`src/rtl/shift_pkg.sv`:
```
// Shared definitions for the multi-cycle shift sequencer.
// Holds the single-step op codes and the sequencer state encoding.
package shift_pkg;

    localparam logic [2:0] OP_ROL = 3'b000;
    localparam logic [2:0] OP_ROR = 3'b001;
    localparam logic [2:0] OP_LSL = 3'b010;
    localparam logic [2:0] OP_ASR = 3'b011;
    localparam logic [2:0] OP_LSR = 3'b100;

    typedef enum logic [1:0] {
        IDLE  = 2'b00,
        SHIFT = 2'b01,
        DONE  = 2'b10
    } state_e;

endpackage

```
`src/rtl/shift_step.sv`:
```
// Combinational single-bit shift/rotate step.
// Ports:
//   op_i : operation code (reserved codes pass the operand through unchanged)
//   d_i  : operand
//   q_o  : operand after one step
module shift_step
    import shift_pkg::*;
#(
    parameter int WIDTH = 8
) (
    input  logic [2:0]       op_i,
    input  logic [WIDTH-1:0] d_i,
    output logic [WIDTH-1:0] q_o
);

    always_comb begin
        q_o = d_i;
        case (op_i)
            OP_ROL:  q_o = {d_i[WIDTH-2:0], d_i[WIDTH-1]};
            OP_ROR:  q_o = {d_i[0], d_i[WIDTH-1:1]};
            OP_LSL:  q_o = {d_i[WIDTH-2:0], 1'b0};
            OP_ASR:  q_o = {d_i[WIDTH-1], d_i[WIDTH-1:1]};
            OP_LSR:  q_o = {1'b0, d_i[WIDTH-1:1]};
            default: q_o = d_i;
        endcase
    end

endmodule

```
`src/rtl/shift_sequencer.sv`:
```
// Multi-cycle shift unit: captures a request, applies one single-bit step
// per clock for in_amt cycles, then holds the result until consumed.
// Ports:
//   clk, rst_n            : clock, async active-low reset
//   in_valid/in_ready     : request handshake (ready only while idle)
//   in_data/in_op/in_amt  : operand, op code, step count
//   out_valid/out_ready   : result handshake
//   out_data/out_err      : result and reserved-op flag
//
// state | meaning
// IDLE  | waiting for a request, in_ready high
// SHIFT | one step per edge, cnt_q steps remaining
// DONE  | result presented, waiting for out_ready
module shift_sequencer
    import shift_pkg::*;
#(
    parameter int WIDTH = 8,
    parameter int AMT_W = 3
) (
    input  logic             clk,
    input  logic             rst_n,
    input  logic             in_valid,
    output logic             in_ready,
    input  logic [WIDTH-1:0] in_data,
    input  logic [2:0]       in_op,
    input  logic [AMT_W-1:0] in_amt,
    output logic             out_valid,
    input  logic             out_ready,
    output logic [WIDTH-1:0] out_data,
    output logic             out_err
);

    state_e           state_q;
    logic [WIDTH-1:0] data_q;
    logic [WIDTH-1:0] data_d;
    logic [2:0]       op_q;
    logic [AMT_W-1:0] cnt_q;
    logic             err_q;

    shift_step #(.WIDTH(WIDTH)) u_step (
        .op_i (op_q),
        .d_i  (data_q),
        .q_o  (data_d)
    );

    always_ff @(posedge clk or negedge rst_n) begin
        if (!rst_n) begin
            state_q <= IDLE;
            data_q  <= '0;
            op_q    <= OP_ROL;
            cnt_q   <= '0;
            err_q   <= 1'b0;
        end else begin
            case (state_q)
                IDLE: begin
                    if (in_valid) begin
                        data_q  <= in_data;
                        op_q    <= in_op;
                        cnt_q   <= in_amt;
                        err_q   <= (in_op > OP_LSR);
                        state_q <= (in_amt == '0) ? DONE : SHIFT;
                    end
                end
                SHIFT: begin
                    data_q <= data_d;
                    cnt_q  <= cnt_q - AMT_W'(1);
                    // Exit on the last step so the counter never wraps.
                    if (cnt_q == AMT_W'(1)) begin
                        state_q <= DONE;
                    end
                end
                DONE: begin
                    // Going back through IDLE guarantees at least one idle cycle
                    // between consuming a result and accepting the next request.
                    if (out_ready) begin
                        state_q <= IDLE;
                    end
                end
                default: state_q <= IDLE;
            endcase
        end
    end

    assign in_ready  = (state_q == IDLE);
    assign out_valid = (state_q == DONE);
    assign out_data  = data_q;
    assign out_err   = err_q;

endmodule

```
`config.mk`:
```
export PLATFORM = sky130hd
export DESIGN_NAME = shift_sequencer
export DESIGN_NICKNAME = d
export VERILOG_FILES = /design/src/rtl/shift_pkg.sv /design/src/rtl/shift_step.sv /design/src/rtl/shift_sequencer.sv
export SDC_FILE = /design/constraint.sdc
export NUM_CORES = 1
export LEC_CHECK = 0
export ABC_AREA = 1
export CAP_MARGIN = 40
export CORE_MARGIN = 4
export CORE_UTILIZATION = 44
export DETAILED_ROUTE_END_ITERATION = 8
export PLACE_DENSITY = 0.77
export SETUP_SLACK_MARGIN = 0.5
export SLEW_MARGIN = 20
export SYNTH_ARGS = -nofsm -noshare
export SYNTH_HDL_FRONTEND = slang
export SYNTH_SLANG_ARGS = --single-unit
export TNS_END_PERCENT = 5
```
`constraint.sdc`:
```
create_clock -name clk -period 2 [get_ports clk]
set_input_delay 0.2 -clock clk [delete_from_list [all_inputs] [get_ports clk]]
set_output_delay 0.2 -clock clk [all_outputs]
set_load 0.005 [all_outputs]
```
## Yosys cells after proc, flatten, opt, wreduce, memory -nomap -nowiden

Index checks and enable logic that the tools add are counted.

| word-level totals | value |
|---|---|
| bits in registers | 17 |
| input port bits | 18 |
| output and inout port bits | 11 |
| logic and storage cells | 40 |

| cells by class | value |
|---|---|
| add/subtract/negate cells | 1 |
| order comparisons | 1 |
| equal/unequal tests | 13 |
| muxes and demuxes | 10 |
| reductions and logical operators | 9 |

Operators with widths:

| cell | count |
|---|---|
| one-hot mux 8 bit (5 select lines) | 1 |
| one-hot mux 8 bit (2 select lines) | 1 |
| two-way mux 2 bit | 4 |
| two-way mux 8 bit | 1 |
| == test 3 x 1 -> 1 bit (second input constant) | 2 |
| == test 3 x 2 -> 1 bit (second input constant) | 2 |
| zero test 3 bit | 2 |
| inequality test 2 bit (second input constant) | 3 |
| inequality test 6 x 1 -> 1 bit (second input constant) | 1 |
| one-hot mux 2 bit (3 select lines) | 1 |
| one-hot mux 3 bit (2 select lines) | 1 |
| AND reduction 3 bit | 2 |
| inequality test 5 x 1 -> 1 bit (second input constant) | 1 |
| AND reduction 2 bit | 2 |
| AND reduction 4 bit | 1 |
| == test 3 bit (second input constant) | 1 |
| greater-than comparator 3 bit (second input constant) | 1 |
| two-way mux 3 bit | 1 |
| subtractor 3 x 1 -> 3 bit (second input constant) | 1 |
| == test 2 x 1 -> 1 bit (second input constant) | 1 |
| == test 2 bit (second input constant) | 1 |
| zero test 2 bit | 1 |
| inequality test 2 x 1 -> 1 bit (second input constant) | 1 |
| nonzero test 2 bit | 1 |

## Depth between registers and ports, before layout

Gate-level depths: netlist of the first run.

| depth | value |
|---|---|
| word-level depth | 4 |
| mapped depth | 8 |
| mapped depth without buffers | 7 |

## Hierarchy

A second synthesis of the first run with hierarchy kept.

| unflattened totals | value |
|---|---|
| cells, all modules | 185 |
| area, all modules | 1227.4 um^2 |

By module, submodules not included:

| module | instances | cells an instance | area each (um^2) | sequential area each (um^2) |
|---|---|---|---|---|
| shift_sequencer | 1 | 129 | 983.4 | 425.4 |
| shift_step | 1 | 56 | 244.0 | 0.0 |

## Least setup slack after synthesis of the first run

Ideal clock, no wire load.

| path | value |
|---|---|
| path type | flip-flop to flip-flop |
| start point | reg state_q[0] |
| end point | reg data_q[1] (netlist: out_data[1]) |
| setup time | 0.116 ns |
| arrival time | 1.071 ns |
| required time | 1.884 ns |
| path slack | 0.812 ns |
| cell stages (with the launch flop) | 7 |
| path buffers | 0 |
| clock period less this slack | 1.188 ns |
| cells stage by stage | dfrtp_1 nor2_1 nand2_4 inv_2 a21oi_4 nand2_1 nand2_1 |

| on the way | value |
|---|---|
| cells in the longest elaborated chain, start to end | 3 |
| elaborated cells between the ends (all ways) | 7 |
| those cells by class | 3 x eq/ne; 1 x mux; 3 x reduce/logical |

RTL lines:

| item | RTL line | text |
|---|---|---|
| start: declaration | shift_sequencer.sv:33 | `state_e state_q;` |
| start signal: assignment | shift_sequencer.sv:61 | `state_q <= (in_amt == '0) ? DONE : SHIFT;` |
| zero test 2 bit * | n/a |  |
| via in_ready | shift_sequencer.sv:23 | `output logic in_ready,` |
| inequality test 2 bit (no line) or nonzero test 2 bit (tied branches) | n/a |  |
| AND reduction 3 bit (no line) | n/a |  |
| end signal: assignment | shift_sequencer.sv:57 | `data_q <= in_data;` |
| end signal: assignment | shift_sequencer.sv:65 | `data_q <= data_d;` |
| end: declaration | shift_sequencer.sv:34 | `logic [WIDTH-1:0] data_q;` |

The timed path passes the listed nets; every way through them passes the cells marked *.
A chain may end at the register's enable or synchronous reset.

## Worst setup path after layout of the first run

| path | value |
|---|---|
| start point | reg data_q[0] (netlist: out_data[0]) |
| end point | out out_data[0] |

RTL lines:

| item | RTL line | text |
|---|---|---|
| end: declaration | shift_sequencer.sv:29 | `output logic [WIDTH-1:0] out_data,` |

No word-level cell between the ends.

==> flow_metrics.env, run 1 <==
export IMPL_outcome="finished clean"
export IMPL_totalWireLength_um=2650
export IMPL_reg2reg_depth=7
export IMPL_max_clock_freq_ghz=0.699
export IMPL_finalWeightedCongestion=0.825
export IMPL_numClockSinks=17
export IMPL_die_x_um=56.8
export IMPL_critPathKind="reg -> out"
export IMPL_ys_seq_elements=17
export IMPL_initialDrtViolationCount=44
export IMPL_dp_hpwl_um=1890
export IMPL_yosysWarnings=0
export IMPL_via_count=1112
export IMPL_ir_drop_mv=1.01
export IMPL_dp_cells=203
export IMPL_coreArea_um2=2230
export IMPL_numCtsBuffers=3
export IMPL_crit_buf_inv=1
export IMPL_cts_tree="done"
export IMPL_avgSynthCellArea_um2=7.12
export IMPL_cp_slowest_stage_delay_ns=0.53
export IMPL_r2r_end="out_data[5]"
export IMPL_pin_count=29
export IMPL_cp_data_arrival_time_ns=1.23
export IMPL_layoutNonFillerInstCount=211
export IMPL_antenna_found_initial=0
export IMPL_max_slew_worst_pin_slew_ns=0.458
export IMPL_rr_startpoint="state_q[0]"
export IMPL_globalRouteOverflowTotal=0
export IMPL_slew_headroom=0.695
export IMPL_clk_pin_slew_ns=0.10
export IMPL_grt_pass1_wl_um=4430
export IMPL_drt_pass1_iterations=6
export IMPL_crit_path_max_fanout=4
export IMPL_period_share=0.715
export IMPL_hold_viol=0
export IMPL_synthCells=147
export IMPL_maxCapViolCount=0
export IMPL_via_per_inst=5.27
export IMPL_cts_hold_buf=0
export IMPL_start_util=0.468
export IMPL_n_antenna_cell=0
export IMPL_wl_per_cell_um=12.6
export IMPL_min_path_type="in -> async"
export IMPL_rsz0062_at_grt="true"
export IMPL_fin_skew_ns=0.000955
export IMPL_grt_max_degree=22
export IMPL_synth_cell_types=20
export IMPL_rrSetupSlack_ns=0.60
export IMPL_rows=17
export IMPL_critical_path_slowest_cell="clkdlybuf4s50_1"
export IMPL_cts_root_buf="clkbuf_4"
export IMPL_grt_total_usage=0.171
export IMPL_critical_path_cell_count=1
export IMPL_endpoint="out_data[0]"
export IMPL_yosysTopAreaCellShare=0.407
export IMPL_leakagePower_uw=0.000700
export IMPL_min_period_ns=1.43
export IMPL_dieHeight_um=56.8
export IMPL_syn_nets=167
export IMPL_fin_nets=204
export IMPL_htree_num_levels=1
export IMPL_worstPathCellList="clkdlybuf4s50_1"
export IMPL_fin_setup_tns_ns=0
export IMPL_drive_gt1_frac=0.115
export IMPL_drc=0
export IMPL_start_kind="flip-flop"
export IMPL_synth_cell_area_um2=1050
export IMPL_postLayoutCellArea_um2=1420
export IMPL_synth_yosys_seq_area_share=0.407
export IMPL_die_area_um2=3220
export IMPL_post_place_ws_ns=0.432
export IMPL_end_kind="primary output"
export IMPL_synth_largest_area_cell="dfrtp_1"
export IMPL_netlist_top_cells_area="dfrtp_1 41%, nand2_1 20%, nand3_1 8.1%"
export IMPL_drv_slew=0
export IMPL_finalSetupViolCount=0
export IMPL_setup_slack_ns=0.570
export IMPL_place_area_um2=1360
export IMPL_p_per_area_nw_per_um2=1630
export IMPL_first_global_vias=1070
export IMPL_crit_family="buffers and inverters"
export IMPL_io_buffer_count=28
export IMPL_ant_nets=0
export IMPL_worstPathRequired_ns=1.80
export IMPL_insertion_delay_ns=0.28
export IMPL_crit_start="out_data[0]"
export IMPL_area_growth_pct=36.1
export IMPL_cts_max_path_buffers=2
==> synthesized netlist by cell type, drive strengths merged <==
cell type and number:
ha 2, inv 12, o21ai 8, dfrtp 17, nand3 17, buf 3
nor2 15, o22ai 1, a31o 1, o211ai 1, nand2 57, a21oi 11
a211oi 1, a31oi 1
==> metrics by stage <==
stage               hold WS (ns)  utilization  power [µW]
detailed placement         0.486        0.608        2040
global route               0.248        0.638        2550
CTS                        0.234        0.630        2270
global placement           0.475        0.608        2000
floorplan                -0.0956            -        1590
finish                     0.229        0.638        2320
==> flip-flops by register name (all words and copies together), names as in the netlist <==
register,cells
cnt_q,3
op_q,3
out_data,8
out_err,1
state_q,2
==> report_power, final <==
part / internal, µW / switching (µW)
registers: 525 / 170
logic: 636 / 803
clock network: 77.4 / 104
==> worst reg2reg max path, stage by stage (launching register included) <==
cell and delay (ns):
dfrtp_2 0.42, buf_4 0.14, inv_2 0.06, nor2_4 0.32
nand2_4 0.14, a21oi_1 0.16, nand2_1 0.07, nand2_1 0.05
==> placed cells by master (no fill, tap or decap), types with 2 or more instances in the layout <==
master | netlist | final
a21oi_1 | 10 | 10
clkbuf_4 | 0 | 3
o21ai_0 | 7 | 6
nand2_4 | 2 | 2
inv_2 | 2 | 2
inv_1 | 10 | 10
nand3_1 | 17 | 17
ha_1 | 2 | 2
nand2_1 | 55 | 55
buf_4 | 2 | 6
nor2_4 | 1 | 2
dfrtp_1 | 17 | 15
clkdlybuf4s50_1 | 0 | 26
nor2_1 | 14 | 13
dfrtp_2 | 0 | 2
==> routing by layer <==
metal	wire, µm	vias to the layer above	track usage	share of wire
met1	1170	518	0.211	0.44
li1	-	552	-	-
met3	142	4	0.0322	0.054
met5	0	-	0	0
met4	29	0	0.0662	0.011
met2	1310	38	0.292	0.49
==> cell type report <==
type | instances | area (µm²)
Tap cell | 28 | 35.0
Multi-Input combinational cell | 116 | 563
Fill cell | 206 | 810
Inverter | 12 | 45.0
Clock buffer | 4 | 26.3
Timing Repair Buffer | 34 | 327
Sequential cell | 17 | 428
==> worst min-delay path by stage <==
stage            start           to  slack (ns)
6_report         rst_n     cnt_q[1]        0.23
5_1_grt          rst_n  out_data[1]        0.25
4_1_cts          rst_n  out_data[7]        0.23
3_5_place_dp   out_err      out_err        0.49
3_3_place_gp   out_err      out_err        0.48
2_1_floorplan    rst_n     cnt_q[0]        -0.1
==> timing repair <==
action / 4_1_cts / 5_1_grt
endpoints found under the setup margin: 8 / 11
gates resized for setup: 5 / 2
pin swaps: 0 / 2
cloned: 0 / 1
buffers inserted: 2 / 1
hold endpoints to repair: 0 / 0
==> logic make-up (layout without fill, tap and decap cells) <==
family	after synthesis	after routing	share of synthesized area
buf+inv	15	50	0.0682
flops	17	17	0.407
compound gates	24	24	0.140
simple gates	89	90	0.361
fa+ha+maj	2	2	0.0239
Power figures use the tool's default switching activity.
==> run 2: changes to the inputs <==
- CORE_UTILIZATION: 44 -> 42
- clock period: 2 -> 1.26 ns (I/O delays scaled with it)
==> flow_metrics.env, run 2 (synthesis gave the netlist of run 1 again) <==
export IMPL_critical_path_cell_count=8
export IMPL_critical_path_slowest_cell="dfrtp_2"
export IMPL_fin_util=0.698
export IMPL_max_clock_freq_ghz=0.717
export IMPL_violations="negative setup slack"
export IMPL_initialDrtViolationCount=36
export IMPL_cts_root_buf="clkbuf_4"
export IMPL_wl_per_cell_um=12.6
export IMPL_min_path_type="in -> async"
export IMPL_fillCellCount=202
export IMPL_antenna_found_initial=0
export IMPL_period_share=1.11
export IMPL_cp_data_arrival_time_ns=1.65
export IMPL_numClockSinks=17
export IMPL_ir_drop_mv=1.56
export IMPL_grt_pass1_wl_um=5090
export IMPL_drv_slew=0
export IMPL_maxCapViolCount=0
export IMPL_worstPathRequired_ns=1.52
export IMPL_worstPathCellList="buf_6, buf_4, nor2_4, buf_12, nand2_4, a21oi_1, nand2_1, nand2_1"
export IMPL_globalRouteOverflowTotal=0
export IMPL_insertion_delay_ns=0.31
export IMPL_cts_hold_buf=0
export IMPL_drt_pass1_iterations=4
export IMPL_drc=0
export IMPL_fin_nets=224
export IMPL_end_kind="flip-flop"
export IMPL_finalSetupViolCount=12
export IMPL_rrSetupSlack_ns=-0.13
export IMPL_setup_slack_ns=-0.135
export IMPL_layout_common_cells="53 x nand2_1, 21 x buf_4, 17 x nand3_1, 17 x clkdlybuf4s50_1, 16 x dfrtp_1"
export IMPL_io_buffer_count=28
export IMPL_dieHeight_um=57.9
export IMPL_start_util=0.455
export IMPL_cts_max_path_buffers=2
export IMPL_power_uw=4250
export IMPL_hold_viol=0
export IMPL_via_per_inst=5.12
export IMPL_largest_register_ffs=8
export IMPL_crit_buf_inv=3
export IMPL_critPathKind="reg -> reg"
export IMPL_coreArea_um2=2300
export IMPL_first_global_vias=1221
export IMPL_hold_slack_ns=0.129
export IMPL_postLayoutCellArea_um2=1600
export IMPL_rsz0062_at_grt="true"
export IMPL_grt_total_usage=0.193
export IMPL_die_x_um=57.9
export IMPL_pin_count=29
export IMPL_outcome="finished with violations"
export IMPL_cpMostUsedCell="nand2_1"
export IMPL_leakagePower_uw=0.000816
export IMPL_min_period_ns=1.39
export IMPL_via_count=1183
export IMPL_cp_slowest_stage_delay_ns=0.43
export IMPL_htree_num_levels=1
export IMPL_rr_startpoint="state_q[1]"
export IMPL_grt_max_degree=18
export IMPL_endpoint="out_data[2]"
export IMPL_finalWeightedCongestion=0.815
export IMPL_clk_pin_slew_ns=0.11
export IMPL_place_area_um2=1480
export IMPL_ant_nets=0
export IMPL_reg2reg_depth=8
export IMPL_cts_tree="done"
export IMPL_crit_start="state_q[1]"
export IMPL_n_antenna_cell=0
export IMPL_numCtsBuffers=3
export IMPL_fin_skew_ns=0.00453
export IMPL_slew_headroom=0.836
export IMPL_multiInputGateArea_um2=586
export IMPL_dp_hpwl_um=2120
export IMPL_regArea_um2=427
export IMPL_layout_commonest_cell="nand2_1"
export IMPL_totalWireLength_um=2910
export IMPL_rows=17
export IMPL_drive_gt1_frac=0.291
export IMPL_area_growth_pct=53.2
export IMPL_die_area_um2=3350
export IMPL_crit_path_max_fanout=11
export IMPL_p_per_area_nw_per_um2=2650
export IMPL_start_kind="flip-flop"
export IMPL_r2r_end="out_data[2]"
export IMPL_crit_family="flip-flops"
export IMPL_max_slew_worst_pin_slew_ns=0.246
==> run 2: layout make-up <==
type                    count  share of cell area
repair buffers             55               0.298
well taps                  28              0.0219
flip-flops and latches     17               0.266
clock inverters             1             0.00312
multi-input cells         115               0.365
inverters                  12              0.0312
clock buffers               3              0.0141
==> run 2: per-layer routing <==
metal  GRT usage  wire, µm  vias up
li1            -         -      590
met4       0.103        75        0
met5           0         0        -
met2       0.313      1360       33
met1       0.239      1310      551
met3      0.0401       163        9
==> run 2: what timing repair did <==
item                                    CTS  global route
gates resized for setup                  51             8
setup buffers                            12             0
endpoints found under the setup margin   28            28
pin swaps                                 7             4
==> run 2: worst min path at each step <==
| stage | endpoint | slack [ns] | cells past startpoint |
|---|---|---|---|
| finish | cnt_q[2] | 0.13 | 2 |
| global route | out_data[0] | 0.16 | 2 |
| CTS | cnt_q[2] | 0.13 | 2 |
| detailed placement | cnt_q[1] | 0.48 | 2 |
| global placement | op_q[1] | 0.47 | 2 |
| floorplan | cnt_q[0] | -0.17 | 0 |
==> run 2: power breakdown <==
group	total (µW)	internal (µW)	leakage (µW)	switching, µW
combinational	2920	1400	0.000591	1530
sequential	1010	829	0.000207	185
clock	315	119	0.0000177	197
==> run 2: worst reg2reg max path, stage by stage, from the launching register on <==
cell     delay [ns]
dfrtp_2        0.43
buf_6          0.12
buf_4          0.13
nor2_4         0.17
buf_12         0.15
nand2_4        0.08
a21oi_1        0.14
nand2_1        0.07
nand2_1        0.05
==> run 2: stage by stage <==
stage / worst slack [ns] / cells / setup TNS (ns)
final: -0.135 / 231 / -0.998
after detailed placement: -0.0314 / 215 / -0.141
after global routing: -0.212 / 231 / -2.36
after global placement: -0.0140 / 215 / -0.0140
after CTS: -0.106 / 231 / -0.953
after floorplan: 0.135 / 147 / 0
==> run 3: changes to the inputs <==
- CORE_UTILIZATION: 42 -> 44
- PLACE_DENSITY: 0.77 -> 0.72
- clock period: 1.26 -> 1.4 ns (I/O delays scaled with it)
==> flow_metrics.env, run 3 (synthesis gave the netlist of run 1 again) <==
export IMPL_coreArea_um2=2230
export IMPL_min_period_ns=1.34
export IMPL_fin_nets=220
export IMPL_area_growth_pct=52.5
export IMPL_totalWireLength_um=3020
export IMPL_start_kind="flip-flop"
export IMPL_die_area_um2=3220
export IMPL_fillCellCount=197
export IMPL_min_path_type="in -> async"
export IMPL_cp_data_arrival_time_ns=1.57
export IMPL_place_area_um2=1400
export IMPL_rows=17
export IMPL_ir_drop_mv=1.40
export IMPL_multiInputGateArea_um2=583
export IMPL_r2r_end="cnt_q[2]"
export IMPL_finalSetupViolCount=0
export IMPL_layout_common_cells="55 x nand2_1, 18 x buf_4, 17 x nand3_1, 17 x clkdlybuf4s50_1, 15 x dfrtp_1"
export IMPL_drc=0
export IMPL_cts_tree="done"
export IMPL_worstPathRequired_ns=1.63
export IMPL_outcome="finished clean"
export IMPL_die_x_um=56.8
export IMPL_htree_num_levels=1
export IMPL_maxCapViolCount=0
export IMPL_io_buffer_count=28
export IMPL_crit_path_max_fanout=4
export IMPL_end_kind="flip-flop"
export IMPL_fin_skew_ns=0.000544
export IMPL_critPathKind="reg -> reg"
export IMPL_clk_pin_slew_ns=0.10
export IMPL_p_per_area_nw_per_um2=2400
export IMPL_antenna_found_initial=0
export IMPL_drv_slew=0
export IMPL_regArea_um2=428
export IMPL_largest_register_ffs=8
export IMPL_reg2reg_depth=7
export IMPL_numClockSinks=17
export IMPL_ant_nets=0
export IMPL_first_global_vias=1153
export IMPL_globalRouteOverflowTotal=0
export IMPL_rr_startpoint="state_q[1]"
export IMPL_leakagePower_uw=0.000804
export IMPL_layout_commonest_cell="nand2_1"
export IMPL_drive_gt1_frac=0.226
export IMPL_n_antenna_cell=0
export IMPL_max_slew_worst_pin_slew_ns=0.240
export IMPL_rsz0062_at_grt="true"
export IMPL_dieHeight_um=56.8
export IMPL_grt_max_degree=18
export IMPL_finalWeightedCongestion=0.851
export IMPL_initialDrtViolationCount=18
export IMPL_max_clock_freq_ghz=0.746
export IMPL_hold_viol=0
export IMPL_slew_headroom=0.840
export IMPL_dp_hpwl_um=1960
export IMPL_via_count=1180
export IMPL_start_util=0.468
export IMPL_via_per_inst=5.20
export IMPL_cts_root_buf="clkbuf_4"
export IMPL_grt_pass1_wl_um=5010
export IMPL_postLayoutCellArea_um2=1600
export IMPL_fin_setup_tns_ns=0
export IMPL_rrSetupSlack_ns=0.06
export IMPL_numCtsBuffers=3
export IMPL_pin_count=29
export IMPL_insertion_delay_ns=0.28
export IMPL_hold_slack_ns=0.167
export IMPL_grt_total_usage=0.195
export IMPL_wl_per_cell_um=13.3
export IMPL_drt_pass1_iterations=4
export IMPL_cts_max_path_buffers=2
export IMPL_period_share=0.957
run 3: cell count changes in the layout (fill, tap and decap cells not counted), sizes merged:
cell	change
clkinv	-1
dlygate4sd2	+8
clkbuf	+2
clkdlybuf4s15	-1
buf	-12
run 3: repair_timing:
item,CTS,global route
resized for setup,27,6
setup buffers,14,1
cloned,0,1
setup endpoints to repair,28,28
hold buffers,0,0
pin swaps,4,3
run 3: how the worst max path moves through the flow:
stage          startpoint          end  slack [ns]  depth (start not counted)
2_1_floorplan  state_q[0]  out_data[7]        0.28                          8
3_3_place_gp     in_valid  out_data[7]        0.07                          8
3_5_place_dp     in_valid  out_data[7]        0.03                          8
4_1_cts        state_q[1]  out_data[0]        0.13                          7
5_1_grt        state_q[1]     cnt_q[2]       -0.02                          7
6_report       state_q[1]     cnt_q[2]        0.06                          7
run 3: cell type report:
cell class | instances | share of cell area
Multi-Input combinational cell | 115 | 0.365
Timing Repair Buffer | 51 | 0.296
Sequential cell | 17 | 0.268
Inverter | 12 | 0.0314
Tap cell | 28 | 0.0220
Clock buffer | 4 | 0.0165
run 3: power by group:
group,total [µW],switching [µW],internal [µW]
Clock,260,150,111
Combinational,2640,1400,1240
Sequential,922,173,749
run 3: worst max-delay path: stages (launching register included):
cell,delay [ns]
dfrtp_1,0.44
buf_6,0.14
nor2_4,0.20
buf_4,0.17
nand2_1,0.07
o22ai_1,0.13
nand2_1,0.07
nand2_1,0.06
run 3: metrics by stage:
step / instances / power, µW / setup slack [ns] / util
6_report: 227 / 3830 / 0.0597 / 0.714
5_1_grt: 227 / 4200 / -0.0165 / 0.714
4_1_cts: 225 / 3600 / 0.135 / 0.689
3_5_place_dp: 207 / 3070 / 0.0301 / 0.628
3_3_place_gp: 207 / 3010 / 0.0712 / 0.628
2_1_floorplan: 147 / 2290 / 0.275 / -
run 3: routing by layer:
| layer | track usage | part of all wire |
|---|---|---|
| met3 | 0.0322 | 0.037 |
| met5 | 0 | 0 |
| met4 | 0.0861 | 0.015 |
| met2 | 0.337 | 0.52 |
| met1 | 0.237 | 0.43 |
